**config.mk**
```make
export PLATFORM = sky130hd
export DESIGN_NAME = pipelined_cs_addsub
export DESIGN_NICKNAME = d
export VERILOG_FILES = /design/src/rtl/pipelined_cs_addsub_pkg.sv /design/src/rtl/pipelined_cs_addsub_cs_seg_adder.sv /design/src/rtl/pipelined_cs_addsub.sv
export SDC_FILE = /design/constraint.sdc
export NUM_CORES = 1
export LEC_CHECK = 0
export ABC_AREA = 1
export ABC_CLOCK_PERIOD_IN_PS = 4600
export CAP_MARGIN = 15
export CORE_MARGIN = 2
export CORE_UTILIZATION = 60
export DETAILED_ROUTE_END_ITERATION = 10
export PLACE_DENSITY = 0.87
export SLEW_MARGIN = 20
export SYNTH_ARGS = -nofsm -noshare
export SYNTH_HDL_FRONTEND = slang
export SYNTH_SLANG_ARGS = --single-unit
```
**constraint.sdc**
```tcl
create_clock -name clock -period 4.6 [get_ports clock]
set_clock_uncertainty 0.15 [all_clocks]
set_input_delay 0.92 -clock clock [delete_from_list [all_inputs] [get_ports clock]]
set_output_delay 0.92 -clock clock [all_outputs]
set_load 0.05 [all_outputs]
```
**src/rtl/pipelined_cs_addsub_pkg.sv**
```systemverilog
// Shared constants for the pipelined carry-select adder/subtractor.
// Flag bit positions and segment-count helper.
package pipelined_cs_addsub_pkg;

  localparam int DEF_WIDTH = 32;
  localparam int DEF_SEG   = 8;
  localparam int NSEG      = DEF_WIDTH / DEF_SEG;

  localparam int FLG_OVF = 0;
  localparam int FLG_LT  = 1;
  localparam int FLG_LTU = 2;
  localparam int FLG_EQ  = 3;
  localparam int NFLAG   = 4;

  function automatic int seg_count(input int width, input int seg);
    return width / seg;
  endfunction

endpackage

```
**src/rtl/pipelined_cs_addsub_cs_seg_adder.sv**
```systemverilog
// One SEG-bit carry-select segment: both sums are formed up front
// and the incoming carry only drives the final select.
module cs_seg_adder
  import pipelined_cs_addsub_pkg::*;
#(
  parameter int SEG = 8
) (
  input  logic [SEG-1:0] a,
  input  logic [SEG-1:0] b,
  input  logic           cin,
  output logic [SEG-1:0] sum,
  output logic           cout
);

  logic [SEG:0] s0;
  logic [SEG:0] s1;

  assign s0 = {1'b0, a} + {1'b0, b};
  assign s1 = {1'b0, a} + {1'b0, b} + {{SEG{1'b0}}, 1'b1};

  assign {cout, sum} = cin ? s1 : s0;

endmodule

```
**src/rtl/pipelined_cs_addsub.sv**
```systemverilog
// Pipelined carry-select add/sub: one segment per stage, carry
// registered between stages, valid/ready flow control and flush.
module pipelined_cs_addsub
  import pipelined_cs_addsub_pkg::*;
#(
  parameter int WIDTH = 32,
  parameter int SEG   = 8,
  parameter int TAG_W = 4
) (
  input  logic             clock,
  input  logic             reset_n,
  input  logic             flush,
  input  logic             in_valid,
  output logic             in_ready,
  input  logic [WIDTH-1:0] in_a,
  input  logic [WIDTH-1:0] in_b,
  input  logic             in_sub,
  input  logic [TAG_W-1:0] in_tag,
  output logic             out_valid,
  input  logic             out_ready,
  output logic [WIDTH-1:0] out_sum,
  output logic             out_cout,
  output logic             out_overflow,
  output logic             out_lt,
  output logic             out_ltu,
  output logic             out_eq,
  output logic [TAG_W-1:0] out_tag
);

  localparam int NSTAGE = seg_count(WIDTH, SEG);

  if ((WIDTH % SEG) != 0 || WIDTH < SEG) begin : g_bad_cfg
    $error("WIDTH must be a positive multiple of SEG");
  end

  typedef struct packed {
    logic             sub;
    logic [TAG_W-1:0] tag;
    logic [WIDTH-1:0] a;
    logic [WIDTH-1:0] b;
    logic [WIDTH-1:0] sum;
    logic             carry;
  } stage_t;

  logic adv;

  assign adv      = !out_valid || out_ready;
  assign in_ready = adv && !flush;

  for (genvar k = 0; k < NSTAGE; k++) begin : g_stage
    stage_t         d;
    stage_t         n;
    stage_t         q;
    logic           dv;
    logic           qv;
    logic [SEG-1:0] seg_sum;
    logic           seg_cout;

    if (k == 0) begin : g_first
      // b is stored already inverted for subtract; cin seeds the +1
      assign dv = in_valid && in_ready;
      assign d  = '{sub:   in_sub,
                    tag:   in_tag,
                    a:     in_a,
                    b:     in_b ^ {WIDTH{in_sub}},
                    sum:   '0,
                    carry: in_sub};
    end else begin : g_next
      assign dv = g_stage[k-1].qv;
      assign d  = g_stage[k-1].q;
    end

    cs_seg_adder #(
      .SEG(SEG)
    ) u_seg (
      .a    (d.a[k*SEG +: SEG]),
      .b    (d.b[k*SEG +: SEG]),
      .cin  (d.carry),
      .sum  (seg_sum),
      .cout (seg_cout)
    );

    always_comb begin
      n = d;
      n.sum[k*SEG +: SEG] = seg_sum;
      n.carry = seg_cout;
    end

    always_ff @(posedge clock or negedge reset_n) begin
      if (!reset_n) begin
        qv <= 1'b0;
        q  <= '0;
      end else if (flush) begin
        qv <= 1'b0;
      end else if (adv) begin
        qv <= dv;
        q  <= n;
      end
    end

    if (k == NSTAGE - 1) begin : g_last
      logic             ovf;
      logic [NFLAG-1:0] flags_nxt;
      logic [NFLAG-1:0] flags_q;
      logic             unused_q;

      assign ovf = (d.a[WIDTH-1] == d.b[WIDTH-1]) &&
                   (n.sum[WIDTH-1] != d.a[WIDTH-1]);

      always_comb begin
        flags_nxt          = '0;
        flags_nxt[FLG_OVF] = ovf;
        flags_nxt[FLG_LT]  = d.sub && (n.sum[WIDTH-1] ^ ovf);
        flags_nxt[FLG_LTU] = d.sub && !n.carry;
        flags_nxt[FLG_EQ]  = d.sub && (n.sum == '0);
      end

      always_ff @(posedge clock or negedge reset_n) begin
        if (!reset_n) begin
          flags_q <= '0;
        end else if (!flush && adv) begin
          flags_q <= flags_nxt;
        end
      end

      assign unused_q     = ^{q.sub, q.a, q.b};
      assign out_valid    = qv;
      assign out_sum      = q.sum;
      assign out_cout     = q.carry;
      assign out_tag      = q.tag;
      assign out_overflow = flags_q[FLG_OVF];
      assign out_lt       = flags_q[FLG_LT];
      assign out_ltu      = flags_q[FLG_LTU];
      assign out_eq       = flags_q[FLG_EQ];
    end
  end

endmodule

```
==> flow_metrics.env, run 1 <==
export IMPL_status="complete, no violations"
export IMPL_hold_path_class="register to register"
export IMPL_yosys_warnings=0
export IMPL_wirelength_um=21100
export IMPL_peakVddDrop_mv=0.337
export IMPL_p_leak_uw=0.00604
export IMPL_cts_sinks=207
export IMPL_initial_core_util_pct=61.6
export IMPL_ys_ff_latch=207
export IMPL_arrival_ns=3.36
export IMPL_antenna_left=0
export IMPL_max_slew_margin_pct=38.6
export IMPL_die_y_um=135
export IMPL_synthesis_nets=1350
export IMPL_cts_hold_buffers=0
export IMPL_setup_tns_ns=0
export IMPL_cts_resized=0
export IMPL_clk_path_buf_depth=3
export IMPL_setup_violations_final=0
export IMPL_grt_remaining_overflow=0
export IMPL_dr_pass1_iters=5
export IMPL_grt_pass1_vias=7734
export IMPL_synth_avg_cell_area_um2=8.33
export IMPL_worst_ep_required_time_ns=4.79
export IMPL_area_delta_synth_final_pct=19.0
export IMPL_grt_pass1_wl_um=35900
export IMPL_grt_use_total_pct=23.8
export IMPL_cp_max_fo=20
export IMPL_cts_tree="built"
export IMPL_io_pins=117
export IMPL_place_congestion=0.878
export IMPL_dp_hpwl_um=14200
export IMPL_power_density_nw_per_um2=472
export IMPL_design_die_area_um2=18200
export IMPL_post_cts_buffers=0
export IMPL_dr_total_vias=8228
export IMPL_fmax_mhz=315
export IMPL_grt_max_degree=227
export IMPL_rsz0062_at_grt="false"
export IMPL_yosysSeqAreaShare_pct=50.3
export IMPL_via_per_inst=5.27
export IMPL_finalMaxSlewViolations=0
export IMPL_drtIter0Drc=509
export IMPL_path_class="primary input to register"
export IMPL_clkLatencyLatePin_ns=0.49
export IMPL_ys_types=39
export IMPL_drv_cap=0
export IMPL_fin_nets=1443
export IMPL_tightest_slew_ns=0.922
export IMPL_path_clk_slew_ns=0.06
export IMPL_final_util_pct=73.4
export IMPL_fp_dieW_um=135
export IMPL_drive_gt1_share_pct=6.11
export IMPL_numCtsBuffers=21
export IMPL_syn_inst=1236
export IMPL_wl_per_cell_um=13.5
export IMPL_n_antenna_cell=0
export IMPL_numPortBuffers=116
export IMPL_drc_errors=0
export IMPL_htree_levels=1
export IMPL_fin_crit_ns=3.17
export IMPL_syn_area_um2=10300
export IMPL_fin_crit_sh_pct=68.9
export IMPL_clockRootBuffer="clkbuf_16"
export IMPL_hold_viol_final=0
export IMPL_cp_start_kind="primary input"
export IMPL_antenna_found_initial=0
export IMPL_num_rows=47
export IMPL_core_area_um2=16700
export IMPL_worstSetupEndpointType="register"
power breakdown:
group / internal, µW / switching (µW) / total, µW
sequential: 2160 / 203 / 2360
clock: 988 / 656 / 1640
combinational: 629 / 1150 / 1770
total: 3780 / 2000 / 5780
synthesized netlist by cell type:
cell / n / area (µm²)
xor2_1: 11 / 96.3
nand2_1: 441 / 1660
nor2_2: 8 / 50.1
inv_2: 3 / 11.3
o22ai_1: 7 / 43.8
clkbuf_1: 18 / 67.6
clkbuf_8: 1 / 13.8
nand3_1: 53 / 265
nand3b_1: 8 / 60.1
or2_1: 2 / 12.5
nand2_2: 16 / 100
nand4_2: 1 / 12.5
xnor2_1: 30 / 263
nor2_1: 28 / 105
ha_1: 36 / 450
a21oi_2: 1 / 8.76
buf_1: 11 / 41.3
or2_2: 1 / 6.26
o21bai_2: 1 / 11.3
o211ai_1: 6 / 45.0
a21oi_4: 1 / 16.3
dfrtp_1: 207 / 5180
o21ai_0: 129 / 646
o21a_1: 3 / 22.5
buf_4: 1 / 7.51
inv_1: 111 / 417
buf_6: 1 / 11.3
nor2_4: 4 / 45.0
fa_1: 4 / 80.1
xor2_2: 2 / 32.5
a21oi_1: 24 / 120
nand3_2: 4 / 40.0
nor3_1: 3 / 15.0
a31oi_1: 2 / 12.5
nand4_1: 29 / 181
a21o_1: 1 / 7.51
o21bai_1: 3 / 22.5
buf_2: 19 / 95.1
o21ai_1: 5 / 25.0
metrics by stage:
step                instances  setup slack (ns)  power (µW)  hold WS, ns  area [µm²]
finish                   1561              1.43        5780        0.301       12300
CTS                      1561              1.45        5810        0.312       12300
global route             1561              1.21        6120        0.317       12300
floorplan                1236              1.26        3600        0.292       10300
detailed placement       1526             0.966        4150        0.301       11600
global placement         1526              1.07        4080        0.299       11600
flip-flops by register name (all words and copies together), names as in the netlist:
name,flops
g_stage.qv,3
out_tag,4
out_cout,1
g_stage.q,162
g_stage.g_last.flags_q,4
out_valid,1
out_sum,32
path summary, 6_finish.rpt:
kind | startpoint | to | slack, ns | cells after the start
worst min-delay path | g_stage[1].q[92] | g_stage[2].q[92] | 0.30 | 2
min in group asynchronous | reset_n | g_stage[2].q[96] | 0.43 | 1
max in group asynchronous | reset_n | g_stage[1].q[0] | 2.97 | 2
worst max-delay path | in_sub | g_stage[0].q[7] | 1.43 | 13
worst min register to register | g_stage[1].q[92] | g_stage[2].q[92] | 0.30 | 2
worst max register to register | g_stage[2].q[57] | out_sum[30] | 2.11 | 11
cell usage in the layout (no fill, tap or decap), types with 5 or more instances in the layout:
master,synthesis,final
a21oi_1,24,24
clkbuf_1,18,5
clkbuf_16,0,21
clkbuf_8,1,7
clkdlybuf4s50_1,0,113
dfrtp_1,207,207
ha_1,36,36
inv_1,111,110
nand2_1,441,440
nand2_2,16,16
nand3_1,53,53
nand3b_1,8,8
nand4_1,29,29
nor2_1,28,28
nor2_2,8,8
o211ai_1,6,6
o21ai_0,129,129
o21ai_1,5,5
o22ai_1,7,7
xnor2_1,30,30
xor2_1,11,11
layout make-up:
class                   instances  area (µm²)
fillers                      1221        4440
clock inverters                 3        40.0
repair buffers                121        1240
clock buffers                  32         627
flip-flops and latches        207        5180
inverters                     114         430
well taps                     220         275
multi-input cells             864        4460
per-layer routing:
layer	GRT usage (%)	up-vias	part of all wire (%)
li1	-	4148	-
met1	34.3	3845	46
met2	39.0	202	48
met3	2.89	33	4.0
met4	5.79	0	2.1
met5	0	-	0
critical path: stages:
cell and delay [ns]:
buf_2 0.44, xor2_1 0.20, ha_1 0.22, inv_1 0.07, fa_1 0.44, inv_1 0.10
ha_1 0.17, nand3_1 0.13, nor2_1 0.14, nand2_1 0.09, nor2_2 0.16, xor2_1 0.20
o21ai_1 0.08
cell families (layout without fill, tap and decap cells):
group,Yosys count,count (layout),synth area share (%)
flip-flops,207,207,50.3
AO/OA/AOI/OAI,183,183,9.53
buffers and inverters,165,270,6.45
XOR/XNOR,43,43,3.80
adder cells (fa/ha/maj),40,40,5.15
AND/OR/NAND/NOR,598,598,24.8
Power figures use the tool's default switching activity.
==> run 2: changes to the inputs <==
ABC_CLOCK_PERIOD_IN_PS = 2550   (was 4600)
CORE_UTILIZATION = 51   (was 60)
PLACE_DENSITY = 0.79   (was 0.87)
clock period = 2.55 ns   (was 4.6 ns; I/O delays follow)
==> flow_metrics.env, run 2 (same netlist as run 1, synthesis figures left out) <==
export IMPL_drtIter0Drc=481
export IMPL_finalMaxSlewViolations=0
export IMPL_fin_crit_sh_pct=96.8
export IMPL_io_pins=117
export IMPL_area_delta_synth_final_pct=23.8
export IMPL_p_leak_uw=0.00624
export IMPL_clk_path_buf_depth=3
export IMPL_clockRootBuffer="clkbuf_16"
export IMPL_holdPathStages=2
export IMPL_grt_pass1_vias=8059
export IMPL_max_slew_margin_pct=52.8
export IMPL_worstSetupEndpointType="register"
export IMPL_layout_cells_non_filler=1643
export IMPL_num_rows=51
export IMPL_mostFrequentLayoutCells="nand2_1, dfrtp_1, o21ai_0"
export IMPL_hp_start="g_stage[0].q[53]"
export IMPL_place_congestion=0.842
export IMPL_dr_pass1_iters=5
export IMPL_power_density_nw_per_um2=829
export IMPL_cp_max_fo=3
export IMPL_rsz0062_at_grt="true"
export IMPL_tightest_slew_ns=0.708
export IMPL_setup_slack_ns=0.0817
export IMPL_top_register="g_stage.q"
export IMPL_rrSetupSlack_ns=0.08
export IMPL_grt_max_degree=126
export IMPL_dpl_cell_area_um2=11900
export IMPL_dp_slack_ns=-0.550
export IMPL_wirelength_um=22100
export IMPL_hold_path_class="register to register"
export IMPL_die_y_um=146
export IMPL_fin_crit_ns=2.47
export IMPL_wl_per_cell_um=13.5
export IMPL_final_common_cell="nand2_1"
export IMPL_fmax_mhz=405
export IMPL_fp_dieW_um=146
export IMPL_drive_gt1_share_pct=10.6
export IMPL_crit_path_start="g_stage[2].q[89]"
export IMPL_dp_hpwl_um=15300
export IMPL_antenna_found_initial=0
export IMPL_grt_remaining_overflow=0
export IMPL_grt_use_total_pct=21.2
export IMPL_drv_cap=0
export IMPL_peakVddDrop_mv=0.508
export IMPL_path_clk_slew_ns=0.06
export IMPL_fin_nets=1481
export IMPL_n_antenna_cell=0
export IMPL_hold_viol_final=0
export IMPL_setup_violations_final=0
export IMPL_grt_pass1_wl_um=38100
export IMPL_r2r_start="g_stage[2].q[89]"
export IMPL_power_total_uw=10600
export IMPL_path_class="register to register"
export IMPL_status="complete, no violations"
export IMPL_cts_tree="built"
export IMPL_initial_core_util_pct=52.4
export IMPL_core_area_um2=19700
export IMPL_clkLatencyLatePin_ns=0.51
export IMPL_arrival_ns=2.76
export IMPL_cp_start_kind="register"
export IMPL_worstReg2RegEnd="out_cout"
export IMPL_dp_cells=1601
export IMPL_via_per_inst=5.06
export IMPL_dr_total_vias=8312
export IMPL_cts_sinks=207
export IMPL_antenna_left=0
export IMPL_r2r_cells=12
export IMPL_numCtsBuffers=22
export IMPL_final_cell_area_um2=12700
export IMPL_drc_errors=0
export IMPL_numPortBuffers=116
export IMPL_worst_ep_required_time_ns=2.84
export IMPL_design_die_area_um2=21300
export IMPL_htree_levels=1
export IMPL_hold_path_end="g_stage[1].q[53]"
export IMPL_largest_register_ffs=162
## run 2: cell count changes in the layout (fill, tap and decap cells not counted), sizes merged
cell           previous run  this run
dlygate4sd3               0         1
dlymetal6s2s              0         1
bufinv                    1         0
buf                       7        43
clkdlybuf4s50           113       112
clkinv                    2         3
clkinvlp                  0         2
clkbuf                   33        31
## run 2: worst max path at each step
stage,to,slack [ns],depth (start not counted)
floorplan,g_stage[0].q[7],-0.15,14
finish,out_cout,0.08,12
global placement,g_stage[0].q[7],-0.43,13
detailed placement,g_stage[0].q[7],-0.55,13
global route,out_cout,-0.07,12
CTS,g_stage[0].q[7],-0.008,13
## run 2: power by group
group / total, µW / internal, µW / switching, µW
registers: 4270 / 3900 / 367
clock network: 2960 / 1720 / 1250
logic: 3340 / 1230 / 2110
total: 10600 / 6850 / 3720
## run 2: cell type report
cell class              instances  area [µm²]
fillers                      1655        6910
flip-flops and latches        207        5180
clock inverters                 5        41.3
clock buffers                  30         631
repair buffers                158        1570
well taps                     265         332
multi-input cells             864        4570
inverters                     114         430
## run 2: through the flow
| step | setup TNS [ns] | hold WS [ns] | util (%) |
|---|---|---|---|
| finish | 0 | 0.301 | 64.9 |
| global route | -0.157 | 0.331 | 64.9 |
| CTS | -0.00794 | 0.311 | 64.3 |
| detailed placement | -3.07 | 0.306 | 60.7 |
| global placement | -2.28 | 0.297 | 60.7 |
| floorplan | -0.303 | 0.0644 | - |
## run 2: critical path, stage by stage (launching register included)
cell,delay (ns)
dfrtp_1,0.38
ha_2,0.21
fa_2,0.57
ha_1,0.17
nand2_2,0.08
nor2_2,0.12
nand3_2,0.12
nor2_4,0.14
buf_4,0.12
nand4_1,0.12
nand2_1,0.09
nand2_1,0.06
nand2_1,0.09
## run 2: routing by layer
metal | wire [µm] | share of wire (%) | vias to the layer above | track usage, %
met2 | 10400 | 47 | 169 | 35.8
li1 | - | - | 4228 | -
met1 | 10300 | 47 | 3885 | 29.6
met4 | 410 | 1.9 | 0 | 4.61
met3 | 1000 | 4.5 | 30 | 2.94
met5 | 0 | 0 | - | 0
## run 2: repair_timing
action,4_1_cts,5_1_grt
buffers inserted,1,5
hold buffers,1,0
pin swaps,3,17
resized for setup,3,23
setup endpoints to repair,4,10
hold endpoints to repair,72,0
==> run 3: changes to the inputs <==
MAX_ROUTING_LAYER = met4   (was default)
SKIP_LAST_GASP = 1   (was default)
==> flow_metrics.env, run 3 (same netlist as run 1, synthesis figures left out) <==
export IMPL_hold_path_class="register to register"
export IMPL_grt_pass1_vias=7784
export IMPL_wirelength_um=21700
export IMPL_path_clk_slew_ns=0.06
export IMPL_area_delta_synth_final_pct=24.2
export IMPL_power_total_uw=10900
export IMPL_clkLatencyLatePin_ns=0.53
export IMPL_peakVddDrop_mv=0.428
export IMPL_status="complete, no violations"
export IMPL_clockRootBuffer="clkbuf_16"
export IMPL_power_density_nw_per_um2=856
export IMPL_antenna_found_initial=0
export IMPL_cp_start_kind="register"
export IMPL_worstSetupEndpointType="register"
export IMPL_grt_remaining_overflow=0
export IMPL_design_die_area_um2=21300
export IMPL_dr_total_vias=8188
export IMPL_htree_levels=1
export IMPL_mostFrequentLayoutCells="nand2_1, dfrtp_1, o21ai_0"
export IMPL_cts_sinks=207
export IMPL_numPortBuffers=116
export IMPL_io_pins=117
export IMPL_n_antenna_cell=0
export IMPL_regArea_um2=5180
export IMPL_wl_per_cell_um=13.2
export IMPL_fp_dieW_um=146
export IMPL_hp_start="g_stage[0].q[83]"
export IMPL_final_common_cell="nand2_1"
export IMPL_dpl_cell_area_um2=11900
export IMPL_numCtsBuffers=23
export IMPL_largest_register_ffs=162
export IMPL_drc_errors=0
export IMPL_fin_crit_ns=2.54
export IMPL_dr_pass1_iters=5
export IMPL_multi_input_area_um2=4530
export IMPL_max_slew_margin_pct=56.7
export IMPL_setup_violations_final=0
export IMPL_cp_max_fo=3
export IMPL_num_fill_cells=1646
export IMPL_final_cell_area_um2=12800
export IMPL_core_area_um2=19700
export IMPL_drtIter0Drc=505
export IMPL_worst_ep_required_time_ns=2.82
export IMPL_path_class="register to register"
export IMPL_grt_use_total_pct=21.1
export IMPL_cts_tree="built"
export IMPL_tightest_slew_ns=0.649
export IMPL_p_leak_uw=0.00627
export IMPL_place_congestion=0.848
export IMPL_antenna_left=0
export IMPL_drv_cap=0
export IMPL_via_per_inst=4.98
export IMPL_fin_nets=1476
export IMPL_grt_pass1_wl_um=36900
export IMPL_rsz0062_at_grt="true"
export IMPL_initial_core_util_pct=52.4
export IMPL_num_rows=51
export IMPL_grt_max_degree=126
export IMPL_hold_viol_final=0
export IMPL_crit_path_start="g_stage[2].q[57]"
export IMPL_arrival_ns=2.81
export IMPL_dp_hpwl_um=15300
export IMPL_drive_gt1_share_pct=9.80
export IMPL_finalMaxSlewViolations=0
export IMPL_fin_crit_sh_pct=99.8
export IMPL_fmax_mhz=393
export IMPL_r2r_start="g_stage[2].q[57]"
export IMPL_top_register="g_stage.q"
export IMPL_clk_path_buf_depth=3
export IMPL_die_y_um=146
==> run 3: changes by cell type in the layout (fill, tap and decap cells not counted), sizes merged <==
| cell | before | now |
|---|---|---|
| buf | 43 | 37 |
| bufinv | 0 | 2 |
| clkinv | 3 | 5 |
| clkinvlp | 2 | 3 |
| inv | 114 | 115 |
==> run 3: worst paths after layout <==
check	slack [ns]	end	cells past startpoint
worst max-delay path	0.006	out_cout	13
worst min-delay path	0.31	g_stage[1].q[83]	2
worst max register to register	0.006	out_cout	13
worst min register to register	0.31	g_stage[1].q[83]	2
max in group asynchronous	1.10	g_stage[0].q[73]	3
min in group asynchronous	0.42	out_sum[5]	2
==> run 3: what timing repair did <==
action                     in CTS  in global routing
hold endpoints to repair       69                  0
resized for setup               3                 10
setup buffers                   1                  1
pin swaps                       1                 12
hold buffers                    1                  0
setup endpoints to repair       2                  9
==> run 3: cell type report <==
type,count,share of cell area (%)
Timing Repair Buffer,152,12.0
Clock buffer,30,5.10
Tap cell,265,2.59
Sequential cell,207,40.5
Clock inverter,11,1.03
Multi-Input combinational cell,864,35.4
Inverter,114,3.37
==> run 3: through the flow <==
step / setup slack [ns] / hold WS (ns) / TNS [ns] / utilization [%] / std cells
6_report: 0.00577 / 0.311 / 0 / 65.1 / 1643
5_1_grt: -0.104 / 0.343 / -0.262 / 65.1 / 1643
4_1_cts: -0.0164 / 0.315 / -0.0164 / 64.8 / 1642
3_5_place_dp: -0.493 / 0.302 / -2.75 / 60.7 / 1599
3_3_place_gp: -0.431 / 0.300 / -2.27 / 60.7 / 1599
2_1_floorplan: -0.147 / 0.0644 / -0.303 / - / 1236
==> run 3: report_power, final <==
group / internal, µW / total (µW) / leakage (µW) / switching (µW)
Combinational: 1210 / 3290 / 0.00331 / 2080
Sequential: 3900 / 4270 / 0.00258 / 372
Clock: 2020 / 3380 / 0.000380 / 1360
Total: 7130 / 10900 / 0.00627 / 3810
==> run 3: per-layer routing <==
layer | track usage (%) | vias up | wire (µm)
li1 | - | 4218 | -
met1 | 29.9 | 3783 | 10500
met2 | 32.4 | 146 | 9780
met3 | 3.22 | 41 | 890
met4 | 5.10 | 0 | 531
met5 | - | - | 0
==> run 3: critical path, cell delays in order, from the launching register on <==
cell	delay (ns)
dfrtp_1	0.39
ha_2	0.21
fa_1	0.57
ha_1	0.17
nand2_1	0.09
nor2_1	0.12
nand3_1	0.12
nor2_2	0.12
buf_4	0.13
nand2_2	0.08
o21bai_4	0.13
nand2_1	0.06
nand2_1	0.05
nand2_1	0.04
